**src/rtl/barcode_pkg.sv**
```systemverilog
// barcode_pkg: state encoding, fixed bar symbols and the 2-of-5 digit encoder.
// The encoder is shared with the reader side so both use one decode table.
package barcode_pkg;

    typedef enum logic [2:0] {
        ST_IDLE,
        ST_START,
        ST_GAP,
        ST_DIGIT,
        ST_CHECK,
        ST_STOP,
        ST_DONE
    } state_t;

    localparam logic [4:0] SYM_START = 5'b11111;
    localparam logic [4:0] SYM_STOP  = 5'b10101;
    localparam logic [4:0] SYM_GAP   = 5'b00000;

    // Line weights [4:0] = 7,4,2,1,0; exactly two bars set per digit.
    function automatic logic [4:0] encode_2of5(input logic [3:0] d);
        case (d)
            4'd0:    encode_2of5 = 5'b11000;
            4'd1:    encode_2of5 = 5'b00011;
            4'd2:    encode_2of5 = 5'b00101;
            4'd3:    encode_2of5 = 5'b00110;
            4'd4:    encode_2of5 = 5'b01001;
            4'd5:    encode_2of5 = 5'b01010;
            4'd6:    encode_2of5 = 5'b01100;
            4'd7:    encode_2of5 = 5'b10001;
            4'd8:    encode_2of5 = 5'b10010;
            4'd9:    encode_2of5 = 5'b10100;
            default: encode_2of5 = SYM_GAP;
        endcase
    endfunction

endpackage

```
**src/rtl/barcode_digit_fifo.sv**
```systemverilog
// barcode_digit_fifo: DEPTH x 4-bit digit buffer, show-ahead read (dout is the
// oldest entry). Pointers wrap modulo DEPTH (DEPTH is a power of two).
module barcode_digit_fifo #(
    parameter int DEPTH = 8
) (
    input  logic                       clock,
    input  logic                       reset,
    input  logic                       push,
    input  logic [3:0]                 din,
    input  logic                       pop,
    output logic [3:0]                 dout,
    output logic [$clog2(DEPTH+1)-1:0] count,
    output logic                       full,
    output logic                       empty
);
    localparam int AW = $clog2(DEPTH);
    localparam int CW = $clog2(DEPTH + 1);

    logic [3:0]    mem [DEPTH];
    logic [AW-1:0] wr_ptr;
    logic [AW-1:0] rd_ptr;
    logic          push_ok;
    logic          pop_ok;

    assign full    = (count == CW'(DEPTH));
    assign empty   = (count == '0);
    assign push_ok = push && !full;
    assign pop_ok  = pop && !empty;
    assign dout    = mem[rd_ptr];

    // Storage array; contents are don't-care until written, so no reset.
    always_ff @(posedge clock) begin
        if (push_ok) mem[wr_ptr] <= din;
    end

    // Pointer and occupancy tracking.
    always_ff @(posedge clock or negedge reset) begin
        if (!reset) begin
            wr_ptr <= '0;
            rd_ptr <= '0;
            count  <= '0;
        end else begin
            if (push_ok) wr_ptr <= wr_ptr + 1'b1;
            if (pop_ok)  rd_ptr <= rd_ptr + 1'b1;
            case ({push_ok, pop_ok})
                2'b10:   count <= count + 1'b1;
                2'b01:   count <= count - 1'b1;
                default: count <= count;
            endcase
        end
    end

endmodule

```
**src/rtl/barcode_emitter.sv**
```systemverilog
// barcode_emitter: buffers BCD digits and serialises them as a 2-of-5 frame
// START, digits, [CHECK], STOP with a GAP after every symbol except STOP.
// Optional feature macro: BARCODE_CHECKSUM_EN adds a mod-10 check symbol.
module barcode_emitter
    import barcode_pkg::*;
#(
    parameter int DEPTH       = 8,
    parameter int HOLD_CYCLES = 4
) (
    input  logic       clock,
    input  logic       reset,
    input  logic [3:0] din,
    input  logic       din_valid,
    output logic       din_ready,
    output logic       din_err,
    input  logic       start,
    output logic       busy,
    output logic [4:0] bar,
    output logic       bar_valid,
    output logic       done
);
    localparam int CW = $clog2(DEPTH + 1);
    localparam int HW = $clog2(HOLD_CYCLES + 1);

    state_t          state;
    state_t          state_nxt;
    logic [HW-1:0]   hold_cnt;
    logic            hold_last;
    logic            digit_ok;
    logic            fifo_push;
    logic            fifo_pop;
    logic            start_ok;
    logic [3:0]      head;
    logic [CW-1:0]   count;
    logic            full;
    logic            empty;

`ifdef BARCODE_CHECKSUM_EN
    logic [3:0] sum;
    logic [4:0] sum_add;
    logic [3:0] check_digit;
    logic       check_sent;

    assign sum_add     = {1'b0, sum} + {1'b0, head};
    assign check_digit = (sum == 4'd0) ? 4'd0 : 4'd10 - sum;
`endif

    assign digit_ok  = (din <= 4'd9);
    assign din_ready = (state == ST_IDLE) && !full;
    assign fifo_push = din_valid && din_ready && digit_ok;
    // A digit pushed in the same cycle as start counts toward a non-empty buffer.
    assign start_ok  = (state == ST_IDLE) && start && ((count != '0) || fifo_push);
    assign fifo_pop  = (state == ST_DIGIT) && hold_last;
    assign hold_last = (hold_cnt == HW'(HOLD_CYCLES - 1));
    assign busy      = (state != ST_IDLE) && (state != ST_DONE);

    barcode_digit_fifo #(.DEPTH(DEPTH)) u_fifo (
        .clock (clock),
        .reset (reset),
        .push  (fifo_push),
        .din   (din),
        .pop   (fifo_pop),
        .dout  (head),
        .count (count),
        .full  (full),
        .empty (empty)
    );

    // State register.
    always_ff @(posedge clock or negedge reset) begin
        if (!reset) state <= ST_IDLE;
        else        state <= state_nxt;
    end

    // Hold counter restarts on every state change; every timed state is
    // always followed by a different state, so this marks symbol boundaries.
    always_ff @(posedge clock or negedge reset) begin
        if (!reset)                  hold_cnt <= '0;
        else if (state_nxt != state) hold_cnt <= '0;
        else if (busy)               hold_cnt <= hold_cnt + 1'b1;
    end

    // Bad-digit flag pulses the cycle after the rejected push.
    always_ff @(posedge clock or negedge reset) begin
        if (!reset) din_err <= 1'b0;
        else        din_err <= din_valid && din_ready && !digit_ok;
    end

`ifdef BARCODE_CHECKSUM_EN
    // Running mod-10 sum of sent digits, and whether CHECK went out this frame.
    always_ff @(posedge clock or negedge reset) begin
        if (!reset) begin
            sum        <= '0;
            check_sent <= 1'b0;
        end else if (start_ok) begin
            sum        <= '0;
            check_sent <= 1'b0;
        end else begin
            if (fifo_pop)           sum <= (sum_add >= 5'd10) ? 4'(sum_add - 5'd10) : sum_add[3:0];
            if (state == ST_CHECK)  check_sent <= 1'b1;
        end
    end
`endif

    // Next-state: the GAP decides what follows from the buffer and check status.
    always_comb begin
        state_nxt = state;
        case (state)
            ST_IDLE:  if (start_ok)  state_nxt = ST_START;
            ST_START: if (hold_last) state_nxt = ST_GAP;
            ST_GAP: begin
                if (hold_last) begin
                    if (!empty) state_nxt = ST_DIGIT;
`ifdef BARCODE_CHECKSUM_EN
                    else if (!check_sent) state_nxt = ST_CHECK;
`endif
                    else state_nxt = ST_STOP;
                end
            end
            ST_DIGIT: if (hold_last) state_nxt = ST_GAP;
`ifdef BARCODE_CHECKSUM_EN
            ST_CHECK: if (hold_last) state_nxt = ST_GAP;
`endif
            ST_STOP:  if (hold_last) state_nxt = ST_DONE;
            ST_DONE:  state_nxt = ST_IDLE;
            default:  state_nxt = ST_IDLE;
        endcase
    end

    // Bus symbol and strobes decoded from the current state.
    always_comb begin
        bar       = SYM_GAP;
        bar_valid = 1'b0;
        done      = 1'b0;
        case (state)
            ST_START: begin bar = SYM_START;         bar_valid = 1'b1; end
            ST_DIGIT: begin bar = encode_2of5(head); bar_valid = 1'b1; end
`ifdef BARCODE_CHECKSUM_EN
            ST_CHECK: begin bar = encode_2of5(check_digit); bar_valid = 1'b1; end
`endif
            ST_STOP:  begin bar = SYM_STOP;          bar_valid = 1'b1; end
            ST_DONE:  done = 1'b1;
            default:  ;
        endcase
    end

endmodule

```
**config.mk**
```make
export PLATFORM = sky130hd
export DESIGN_NAME = barcode_emitter
export DESIGN_NICKNAME = d
export VERILOG_FILES = /design/src/rtl/barcode_pkg.sv /design/src/rtl/barcode_digit_fifo.sv /design/src/rtl/barcode_emitter.sv
export SDC_FILE = /design/constraint.sdc
export NUM_CORES = 1
export LEC_CHECK = 0
export CORE_ASPECT_RATIO = 1.1
export CORE_MARGIN = 8
export CORE_UTILIZATION = 40
export DETAILED_ROUTE_END_ITERATION = 10
export PLACE_DENSITY_LB_ADDON = 0.15
export REMOVE_ABC_BUFFERS = 1
export SLEW_MARGIN = 40
export SYNTH_ARGS = -nofsm -noshare
export SYNTH_HDL_FRONTEND = slang
export SYNTH_SLANG_ARGS = --single-unit
```
**constraint.sdc**
```tcl
create_clock -name clock -period 2.9 [get_ports clock]
set_input_delay 0.58 -clock clock [delete_from_list [all_inputs] [get_ports clock]]
set_output_delay 0.58 -clock clock [all_outputs]
set_load 0.01 [all_outputs]
```
==> flow_summary.toml, run 1 <==
[routing]
routed_via_density = 5.02
antenna_left = 0
drt_wl_total_mm = 4.88
wl_per_cell_um = 16.0
drt_iter0_drc = 50
drcViolationCount = 0
vias = 1531
first_pass_iters = 4

[cells_and_area]
area.growth.synth_to_final_pct = 23.3
finalNonFillerCells = 305
fin_nets = 248
drive_gt1_share_pct = 26.3
diodes = 0

[clock_tree]
cts_tree = "built"
clock_latency_ns = 0.30
clock-sinks = 49
cts_root_buf = "clkbuf_8"
cts_made_buffers = 5
htree_levels = 2
clk_pin_slew_ns = 0.09
cts.path.max_buffers = 2

[timing]
tightest_slew_ns = 0.595
max_slew_margin_pct = 59.9
grt_setup_unrepaired = "true"
fin_setup_tns_ns = -0.0907
min_period_over_period_pct = 101
skew_ns = 0.00335
hold_viol_final = 0
max_freq_mhz = 341
layout_setup_ws_ns = -0.0335
finalMaxSlewViolations = 0
setup_viol = 4
finalCriticalPeriod_ns = 2.93

[setup_path]
reg2reg_from = "u_fifo.count[0]"
critPathCaptureType = "primary output"
critPathLaunchType = "flip-flop"
critical_path_buf_inv_count = 2
crit_chain = "mux4_2 -> mux2_4 -> buf_6 -> ha_4 -> mux2i_1 -> o221ai_1 -> buf_2"
r2r_slack_ns = 0.23
critical_path_required_ns = 2.32
crit_fanout = 8
crit_type = "reg -> out"
critPathSlowestCell = "mux4_2"
crit_arrival_ns = 2.35
reg2reg_to = "u_fifo.count[3]"
cpPeakStageDelay_ns = 0.53
cp_top_family = "multiplexers"
reg2reg_depth = 9

[power]
power_frac_comb_pct = 42.4
pwr-share-clk_pct = 16.5
p_leak_nw = 1.18
ir_worst_vdd_mv = 0.486
seq_power_share_pct = 41.1
switching_power_uw = 832
powerDensity_mw_per_mm2 = 795
p_sw_share_pct = 35.3
power.internal_mw = 1.52

[place]
pre_cts_ws_ns = -0.319
gp_congestion = 0.789
dp_hpwl_mm = 3.67
port_buffers = 17
dpl.cell_count = 294

[die]
die_h_um = 97.3
initial_core_util_pct = 41.6
ios = 18
core_area_mm2 = 0.00577
die_x_um = 89.9
die-area_mm2 = 0.00874
rows = 29

[synthesis]
synth-async-reset-ratio_pct = 34.7
yosysSeqAreaShare_pct = 57.7
synth.cell_area_mm2 = 0.00240
synth_top_area_share_pct = 40.0
ys_types = 40
ys.flop_type = "edfxtp_1"
synth_seq_cells = 49
synth_edf_count = 32
yosysWarnings = 0
synthTopCellsByArea = "edfxtp_1, dfrtp_1, ha_1"
synthCells = 184
yosysTopAreaCell = "edfxtp_1"
avgSynthCellArea_um2 = 13.0

[global_route]
gr-total-overflow = 0
use_met3_pct = 2.63
met2_usage_pct = 22.2
grt_max_degree = 18
grt_pass1_wl_mm = 8.34
grt_antenna_before_repair = 0
grt_usage_pct = 12.0
grt_pass1_vias = 1719
grtUsageMet1_pct = 12.7
top_usage_layer = "met2"

[status]
status = "complete, but fails checks"
violations = "negative setup slack"

[job]
cap_violations = 0

[hold_path]
hold_path_class = "in -> async"
-- power groups by stage --
stage	sequential [mW]	clock [mW]	combinational, mW
2_1_floorplan	0.972	0	0.561
3_3_place_gp	0.968	0	0.919
3_5_place_dp	0.979	0	0.965
4_1_cts	0.968	0.403	0.994
5_1_grt	0.987	0.432	1.11
6_report	0.968	0.388	0.999
-- per-layer routing --
metal | vias up | share of wire (%) | routed length (um)
li1 | 749 | - | -
met3 | 9 | 1.9 | 94
met4 | 0 | 2.6 | 125
met5 | - | 0 | 0
met2 | 20 | 54 | 2640
met1 | 753 | 41 | 2020
-- worst max path at each step --
stage	startpoint	endpoint	slack, ns	depth (start not counted)
after global placement	u_fifo.rd_ptr[0]	bar[3]	-0.22	9
after global routing	u_fifo.rd_ptr[0]	bar[4]	-0.15	7
after detailed placement	u_fifo.rd_ptr[0]	bar[3]	-0.32	9
after floorplan	u_fifo.rd_ptr[0]	bar[0]	0.13	6
final	u_fifo.rd_ptr[0]	bar[2]	-0.03	7
after CTS	u_fifo.rd_ptr[0]	bar[3]	-0.05	9
-- flip-flops by register name (all words and copies together) (netlist names) --
name           cells
u_fifo.rd_ptr      3
din_err            1
hold_cnt           3
u_fifo.count       4
u_fifo.wr_ptr      3
state              3
u_fifo.mem        32
-- layout make-up --
| type | count | area, um^2 |
|---|---|---|
| inverter | 14 | 57.6 |
| multi-input combinational | 116 | 995 |
| sequential | 49 | 1390 |
| clock buffer | 5 | 68.8 |
| fill | 496 | 2810 |
| timing repair buffer | 41 | 339 |
| tap | 77 | 96.3 |
| clock inverter | 3 | 17.5 |
-- Yosys cell counts, types with 4 or more instances --
cell	instances
xor2_1	5
inv_1	13
edfxtp_1	32
and3_1	4
o21ai_0	5
ha_1	12
nand2b_1	6
mux2i_1	7
xnor2_1	4
a21oi_1	7
nor2_1	13
nand2_1	15
dfrtp_1	17
mux4_2	5
-- cell families after synthesis --
family | synth area share [%]
flops | 57.7
xor+xnor | 3.28
fa+ha+maj | 7.09
compound gates | 6.51
mux | 11.5
simple gates | 10.5
buf+inv | 3.39
-- repair_timing --
item                                    CTS  global route
pin swaps                                 7             3
buffers inserted                          3             0
hold buffers                              0             0
gates resized for setup                  40             2
gates cloned                              0             0
endpoints found under the setup margin    5             5
-- cells in the final DEF, fill, tap and decap left out, drive strengths merged, types with 3 or more instances in the layout --
master         count
nand2             15
mux4               6
mux2i              8
edfxtp            32
xor2               5
mux2               4
a21oi              8
inv               14
nand2b             6
buf               30
ha                12
clkbuf             5
o221ai             3
nand3              3
clkdlybuf4s50     11
nor2              13
xnor2              4
dfrtp             17
and3               4
o21ai              7
nor3               3
-- metrics by stage --
stage	area (um^2)	total power, mW	hold slack (ns)	utilization (%)
3_3_place_gp	2800	1.89	0.495	48.5
4_1_cts	2960	2.36	0.516	51.2
6_report	2960	2.35	0.204	51.3
2_1_floorplan	2370	1.53	0.284	-
3_5_place_dp	2800	1.94	0.500	48.5
5_1_grt	2960	2.53	0.207	51.3
-- worst reg2reg max path: cells and delay by family, from the launching register on --
family,cells,cell delay (ns)
compound gates,2,0.35
xor+xnor,2,0.27
fa+ha+maj,2,0.53
flops,1,0.44
simple gates,3,0.96
No activity file was read; power rests on OpenSTA's default activity.
==> inputs of run 2 (changes only) <==
--- a/config.mk
+++ b/config.mk
@@ -9,6 +9,7 @@
 export CORE_MARGIN = 8
 export CORE_UTILIZATION = 40
 export DETAILED_ROUTE_END_ITERATION = 10
+export GPL_TIMING_DRIVEN = 0
 export PLACE_DENSITY_LB_ADDON = 0.15
 export REMOVE_ABC_BUFFERS = 1
 export SLEW_MARGIN = 40
==> run 2 against run 1 <==
Against the previous run:
- sequential power rose by 2%
- critical path type unchanged
- hold slack got worse by 0.017 ns
- largest power group unchanged
- clock power rose by 1%
- critical path depth did not move
- the flow still finishes with violations (negative setup slack)
- via count fell by 1.6%
==> flow_summary.toml, run 2 (synthesis gave the netlist of run 1 again) <==
[cells_and_area]
largest_reg_flops = 32
drive_gt1_share_pct = 25.1
seq_area_mm2 = 0.00139
diodes = 0
fin_nets = 239
reg_top3 = "u_fifo.mem: 32 flops, u_fifo.count: 4 flops"
multi_input_area_mm2 = 0.00103
final_cell_mix = "edfxtp_1, nand2_1, dfrtp_1"
final_common_cell = "edfxtp_1"
regMostFlops = "u_fifo.mem"
area.growth.synth_to_final_pct = 22.7
fill_cells = 478
finalNonFillerCells = 296

[power]
p_leak_nw = 1.15
powerDensity_mw_per_mm2 = 819
ir_worst_vdd_mv = 0.374

[timing]
fin_setup_tns_ns = -0.401
hold_viol_final = 0
layout_setup_ws_ns = -0.125
max_slew_margin_pct = 47.2
tightest_slew_ns = 0.786
skew_ns = 0.0133
finalMaxSlewViolations = 0
grt_setup_unrepaired = "true"
min_period_over_period_pct = 104
max_freq_mhz = 331
hold_ws_ns = 0.188
setup_viol = 5
finalCriticalPeriod_ns = 3.03

[status]
status = "complete, but fails checks"
violations = "negative setup slack"

[setup_path]
critPathLaunchType = "flip-flop"
crit_type = "reg -> out"
crit_arrival_ns = 2.45
critical_path_required_ns = 2.32
crit_fanout = 7
critPathCaptureType = "primary output"

[hold_path]
hold_path_class = "in -> async"

[clock_tree]
cts_made_buffers = 5
cts.path.max_buffers = 2
cts_tree = "built"
clk_pin_slew_ns = 0.08
clock_latency_ns = 0.30
cts_root_buf = "clkbuf_8"
htree_levels = 2
clock-sinks = 49

[global_route]
grt_pass1_wl_mm = 7.83
gr-total-overflow = 0
grt_max_degree = 18
grt_usage_pct = 11.1
grt_pass1_vias = 1546
grt_antenna_before_repair = 0

[place]
dp_hpwl_mm = 3.26
pre_cts_ws_ns = -0.602
gp_congestion = 0.797
port_buffers = 17
dpl.cell_count = 273

[die]
initial_core_util_pct = 41.6
ios = 18
die_x_um = 89.9
rows = 29
core_area_mm2 = 0.00577
die_h_um = 97.3
die-area_mm2 = 0.00874

[routing]
drt_iter0_drc = 51
vias = 1506
drcViolationCount = 0
antenna_left = 0
routed_via_density = 5.09
first_pass_iters = 4
wl_per_cell_um = 16.6
drt_wl_total_mm = 4.92

[job]
cap_violations = 0
run 2: cell types whose count changed in the layout (fill, tap and decap cells not counted), moves of 2 or more:
cell      before  now
o221ai_2       0    2
o221ai_1       3    1
buf_4         19    7
buf_6          5    8
clkinv_2       2    0
run 2: final cells by class:
| cell class | instances | area share [%] |
|---|---|---|
| clock inverter | 2 | 0.552 |
| sequential | 49 | 47.2 |
| multi-input combinational | 116 | 34.8 |
| clock buffer | 6 | 2.46 |
| inverter | 14 | 1.95 |
| timing repair buffer | 32 | 9.69 |
| tap | 77 | 3.27 |
run 2: final timing paths:
path	start	end	slack (ns)	depth (start not counted)
hold / removal	reset	state[2]	0.19	1
hold reg to reg	u_fifo.count[3]	u_fifo.count[3]	0.52	1
max in group asynchronous	reset	u_fifo.rd_ptr[0]	2.41	1
setup / recovery	u_fifo.rd_ptr[0]	bar[4]	-0.13	7
setup reg to reg	state[0]	u_fifo.count[3]	0.17	11
min in group clock	u_fifo.count[3]	u_fifo.count[3]	0.52	1
run 2: critical path: stages (launching register included):
cell and delay [ns]:
dfrtp_4 0.51, mux4_2 0.53, mux2_4 0.34, buf_6 0.14, ha_4 0.15, mux2i_4 0.16, o221ai_2 0.13, buf_2 0.18
run 2: timing repair:
action / CTS / global route
resized for setup: 39 / 17
pin swaps: 4 / 5
endpoints found under the setup margin: 6 / 6
buffers inserted: 9 / 7
hold buffers: 0 / 0
run 2: layer usage:
layer  global-route usage, %  vias up  wire length [um]
met5                       0        -                 0
met4                    3.46        0                55
met3                    2.40        5               102
met2                    19.5       14              2730
met1                    13.0      751              2030
li1                        -      736                 -
run 2: metrics by stage:
step	util (%)	total power, mW	instance area, um^2
after floorplan	-	1.53	2370
after global placement	45.7	1.80	2640
after detailed placement	45.7	1.84	2640
after CTS	49.0	2.30	2830
after global routing	51.1	2.57	2950
final	51.1	2.41	2950
run 2: where the power goes:
group / total, mW / internal [mW] / switching, mW / leakage [nW]
registers: 0.985 / 0.858 / 0.127 / 0.499
logic: 1.03 / 0.518 / 0.516 / 0.610
clock network: 0.393 / 0.172 / 0.222 / 0.0414
total: 2.41 / 1.55 / 0.865 / 1.15
==> RTL change 1 (settings of run 1) <==
Build with the macro `BARCODE_CHECKSUM_EN` defined.
--- a/src/rtl/barcode_emitter.sv
+++ b/src/rtl/barcode_emitter.sv
@@ -2,4 +2,6 @@
 // START, digits, [CHECK], STOP with a GAP after every symbol except STOP.
 // Optional feature macro: BARCODE_CHECKSUM_EN adds a mod-10 check symbol.
+`define BARCODE_CHECKSUM_EN
+
 module barcode_emitter
     import barcode_pkg::*;
Check against the original RTL: same outputs for any inputs over 10 cycles, from zero or initial values and one cycle with reset low; that may be too few to reach the edited logic, so the function may still have changed.
==> RTL change 1 against run 1 <==
The flow still finishes with violations (setup timing). Via count is 60% higher. Setup slack worse by 0.063 ns. Wire length is 51% higher. Area after synthesis is 37% higher. Power is 77% higher. Largest cell class is now multi-input combinational cells. Critical endpoint is now bar[3]. Synthesized cell count is 63% higher. Sequential power is 14% higher. Non-clock buffer count is 34 higher. Design area is 40% higher. Sequential cell count is 5 higher. Clock skew is 0.0081 ns higher. Combinational power grew to 2.6 times the old value. Largest power group unchanged.
==> RTL change 1: results (changes against run 1) <==
Status
  – Status: finished, violations left (unchanged)
  – Failing checks: setup timing (unchanged)

Timing
  – Worst slew pin tran: 0.430 ns (was 0.595 ns)
  – Final setup fails: 6 (was 4)
  – Setup ws final: -0.0965 ns (was -0.0335 ns)
  – Worst Clk Skew: 0.0115 ns (was 0.00335 ns)

Layout
  – Nets: 396 (was 248)
  – # fillers: 710 (was 496)
  – Diode count: 0 (unchanged)
  – Fraction of layout cells with a size suffix above 1: 31.9% (was 26.3%)
  – Largest regs: u_fifo.mem: 32 flops, sum: 4 flops, u_fifo.count: 4 flops (was u_fifo.mem: 32 flops, u_fifo.count: 4 flops)
  – Cell Count, Final, Fillers Out: 478 (was 305)

Worst setup path
  – CP Data Arrival Time: 2.42 ns (was 2.35 ns)
  – R2r setup slk: -0.07 ns (was 0.23 ns)

GRT
  – Vias in the first global route: 2427 (was 1719)
  – Global-route wire length before repair: 12.2 mm (was 8.34 mm)
  – Total GRT Usage: 13.4% (was 12.0%)

Placement
  – Dpl ws: -0.274 ns (was -0.319 ns)
  – Placed cell count: 464 (was 294)
  – RePlAce Congestion: 0.834 (was 0.789)
  – Area after DPL: 0.00390 mm^2 (was 0.00280 mm^2)
  – Detailed Place HPWL: 5.58 mm (was 3.67 mm)

Power and ir drop
  – Leakage: 1.69 nW (was 1.18 nW)
  – Maximum vdd drop: 0.000475 V (was 0.000486 V)
  – Switching Fraction: 39.7% (was 35.3%)

Logic synthesis
  – Register area share after synthesis: 46.0% (was 57.7%)
  – Top cells by area, synth: edfxtp_1 (29%), dfrtp_1 (17%), ha_1 (6.5%) (was edfxtp_1 (40%), dfrtp_1 (18%), ha_1 (6.3%))
  – Avg Inst Size Synth: 10.9 um^2 (was 13.0 um^2)
  – Synth unique cells: 60 (was 40)
  – Top post-synthesis cells by count: edfxtp_1 (32), nor2_1 (26), dfrtp_1 (22) (was edfxtp_1 (32), dfrtp_1 (17), nand2_1 (15))
  – Asr flop ratio synth: 40.7% (was 34.7%)

Route
  – Vias per inst: 5.13 (was 5.02)
  – Avg WL per Cell: 15.4 um (was 16.0 um)

Worst hold path
  – HP Class: reg -> reg (was in -> async)
## RTL change 1: changes by cell type in the layout (fill, tap and decap cells not counted), moves of 6 or more
| cell | before | now |
|---|---|---|
| a21oi_1 | 7 | 13 |
| buf_4 | 19 | 58 |
| nor2_1 | 13 | 25 |
| nor3_1 | 3 | 10 |
## RTL change 1: cells by family after synthesis
logic type / count (synthesis) / synth area share (%)
muxes: 24 / 9.56
buffers and inverters: 31 / 4.53
adders and majority gates: 20 / 8.00
xor gates and xnor gates: 12 / 3.20
and+or+nand+nor: 95 / 15.0
AOI/OAI and AO/OA: 64 / 13.6
DFF: 54 / 46.0
## RTL change 1: cell type report
cell class / instances / area (um^2) / area share, %
clock buffers: 5 / 68.8 / 1.66
clock inverters: 3 / 26.3 / 0.634
inverters: 18 / 67.6 / 1.63
multi-input cells: 215 / 1750 / 42.1
flip-flops and latches: 54 / 1510 / 36.5
well taps: 108 / 135 / 3.26
repair buffers: 75 / 587 / 14.2
## RTL change 1: path summary, 6_finish.rpt
kind	startpoint	endpoint	cells after the start
max in group asynchronous	reset	u_fifo.rd_ptr[0]	2
worst max register to register	u_fifo.rd_ptr[0]	sum[3]	13
worst min-delay path	check_sent	check_sent	1
worst min register to register	check_sent	check_sent	1
min in group asynchronous	reset	u_fifo.rd_ptr[2]	2
worst max-delay path	u_fifo.rd_ptr[0]	bar[3]	8
## RTL change 1: power by group through the flow
| stage | clock [W] | combinational, W | sequential [W] |
|---|---|---|---|
| floorplan | 0 | 0.00129 | 0.00117 |
| global placement | 0 | 0.00224 | 0.00110 |
| detailed placement | 0 | 0.00227 | 0.00111 |
| CTS | 0.000452 | 0.00251 | 0.00109 |
| global route | 0.000478 | 0.00292 | 0.00112 |
| finish | 0.000431 | 0.00263 | 0.00110 |
## RTL change 1: per-layer routing
layer	wire length (um)	GRT usage, %	up-vias
met5	0	0	-
met4	109	4.41	0
met3	137	1.51	7
met2	3460	20.3	35
met1	3660	19.3	1184
li1	-	-	1227
## RTL change 1: metrics by stage
stage	TNS [ns]	hold WS [ns]
finish	-0.364	0.501
detailed placement	-1.70	0.480
CTS	-0.797	0.502
global placement	-1.08	0.480
global route	-1.36	0.522
floorplan	-1.59	0.284
## RTL change 1: worst max-delay path: cells and delay by family, from the launching register on
family | cells | cell delay [ns]
adders and majority gates | 1 | 0.18
DFF | 1 | 0.42
and+or+nand+nor | 1 | 0.14
muxes | 2 | 0.73
buffers and inverters | 3 | 0.40
AOI/OAI and AO/OA | 1 | 0.23
## RTL change 1: what timing repair did
item                                    4_1_cts  5_1_grt
setup buffers                                 5        4
pin swaps                                     6        4
endpoints found under the setup margin        8        8
gates resized for setup                      42       12
hold buffers                                  0        0
==> RTL change 2 (config.mk and constraints of run 1) <==
Made on the original files. The output `din_err` loses its register stage (`din_err` becomes a continuous assignment).
--- a/src/rtl/barcode_emitter.sv
+++ b/src/rtl/barcode_emitter.sv
@@ -82,8 +82,5 @@
 
     // Bad-digit flag pulses the cycle after the rejected push.
-    always_ff @(posedge clock or negedge reset) begin
-        if (!reset) din_err <= 1'b0;
-        else        din_err <= din_valid && din_ready && !digit_ok;
-    end
+    assign din_err = din_valid && din_ready && !digit_ok;
 
 `ifdef BARCODE_CHECKSUM_EN
Function: changed (Yosys sat finds a counterexample within 4 cycles, from zero or initial values and one cycle with reset low).
==> RTL change 2 against run 1 <==
The run still ends with setup timing left. Count of clock-buffer cells in the layout unchanged. Wire length increased by 0.76%. Sequential cell count is 1 lower. Synthesized cell count up 0.54%. Worst hold slack got worse by 0.012 ns. Design area increased by 3.2%. Power grew 7.0%. Setup slack got worse by 0.060 ns. Clock skew is 0.0024 ns higher. First-iteration DRC count increased by 22%. Area after synthesis shrank 0.89%. Die area is 0.74% lower. Critical path type unchanged. Largest power group unchanged.
==> RTL change 2: results (changes against run 1) <==
Route
  – Routed via count: 1584 (was 1531)
  – Detail Route met2 WL: 2.73 mm (was 2.64 mm)
  – Length of the first detailed-routing pass in iterations: 5 (was 4)
  – Final wirelength: 4.92 mm (was 4.88 mm)

Logic synthesis
  – Top cells by area, synth: edfxtp_1 (40%), dfrtp_1 (17%), ha_1 (6.3%) (was edfxtp_1 (40%), dfrtp_1 (18%), ha_1 (6.3%))
  – Synth Instances: 185 (was 184)
  – Adder-cell share of the synthesized area: 7.15% (was 7.09%)
  – Top post-synthesis cells by count: edfxtp_1 (32), dfrtp_1 (16), nand2_1 (15) (was edfxtp_1 (32), dfrtp_1 (17), nand2_1 (15))
  – Synth Area in Compound Gates: 6.62% (was 6.51%)
  – Asr flop ratio synth: 33.3% (was 34.7%)

Layout
  – Fraction of layout cells with a size suffix above 1: 30.0% (was 26.3%)
  – Fraction of area in multi-input gates: 32.8% (was 33.6%)
  – Signal buf overhead: 13.8% (was 11.4%)
  – # fillers: 478 (was 496)
  – Plain + repair buffers: 51 (was 41)
  – Storage cell area: 0.00136 mm^2 (was 0.00139 mm^2)

Status
  – Failing checks: setup timing (unchanged)
  – Status: finished, violations left (unchanged)

GRT
  – Met3 track demand over resource: 2.88% (was 2.63%)
  – Met1 Use GR: 13.7% (was 12.7%)
  – Met2 GRT Util: 21.5% (was 22.2%)
  – Vias in the first global route: 1666 (was 1719)
  – Total GRT Usage: 12.0% (about the same)

Placement
  – Dpl ws: -0.318 ns (was -0.319 ns)
  – Placed cell count: 296 (was 294)
  – Detailed Place HPWL: 3.71 mm (was 3.67 mm)
  – RePlAce Congestion: 0.777 (was 0.789)

Worst setup path
  – R2r setup slk: 0.29 ns (was 0.23 ns)
  – Crit-path max cell delay: 0.47 ns (was 0.53 ns)
  – Largest fanout on the critical path: 6 (was 8)
  – CP Data Arrival Time: 2.41 ns (was 2.35 ns)

Timing
  – Max-slew headroom: 59.1% (was 59.9%)
  – Worst Clk Skew: 0.00574 ns (was 0.00335 ns)
  – Min Hold Slack: 0.192 ns (was 0.204 ns)
  – Setup ws final: -0.0937 ns (was -0.0335 ns)
  – Final setup fails: 5 (was 4)

Power and ir drop
  – Pwr Density: 824 mW/mm^2 (was 795 mW/mm^2)
  – Leakage: 1.24 nW (was 1.18 nW)
  – Maximum vdd drop: 0.000403 V (was 0.000486 V)

Clock tree
  – Post-CTS Setup Bufs: 8 (was 3)
RTL change 2: cell types whose count changed in the layout (fill, tap and decap cells not counted), moves of 2 or more:
cell,run 1,this run
buf_4,19,29
clkinv_4,0,2
a21oi_1,7,9
clkinv_2,2,0
RTL change 2: where the power goes:
| group | internal [W] | switching, W |
|---|---|---|
| clock network | 0.000260 | 0.000216 |
| registers | 0.000839 | 0.0000992 |
| logic | 0.000577 | 0.000527 |
RTL change 2: worst max-delay path by stage:
stage / to
after CTS: bar[2]
after global routing: bar[2]
after detailed placement: bar[3]
after global placement: bar[3]
final: bar[2]
after floorplan: bar[0]
RTL change 2: metrics by stage:
step | setup TNS [ns] | power, W
2_1_floorplan | 0 | 0.00151
3_3_place_gp | -1.11 | 0.00190
3_5_place_dp | -1.40 | 0.00195
4_1_cts | -0.317 | 0.00251
5_1_grt | -0.783 | 0.00270
6_report | -0.265 | 0.00252
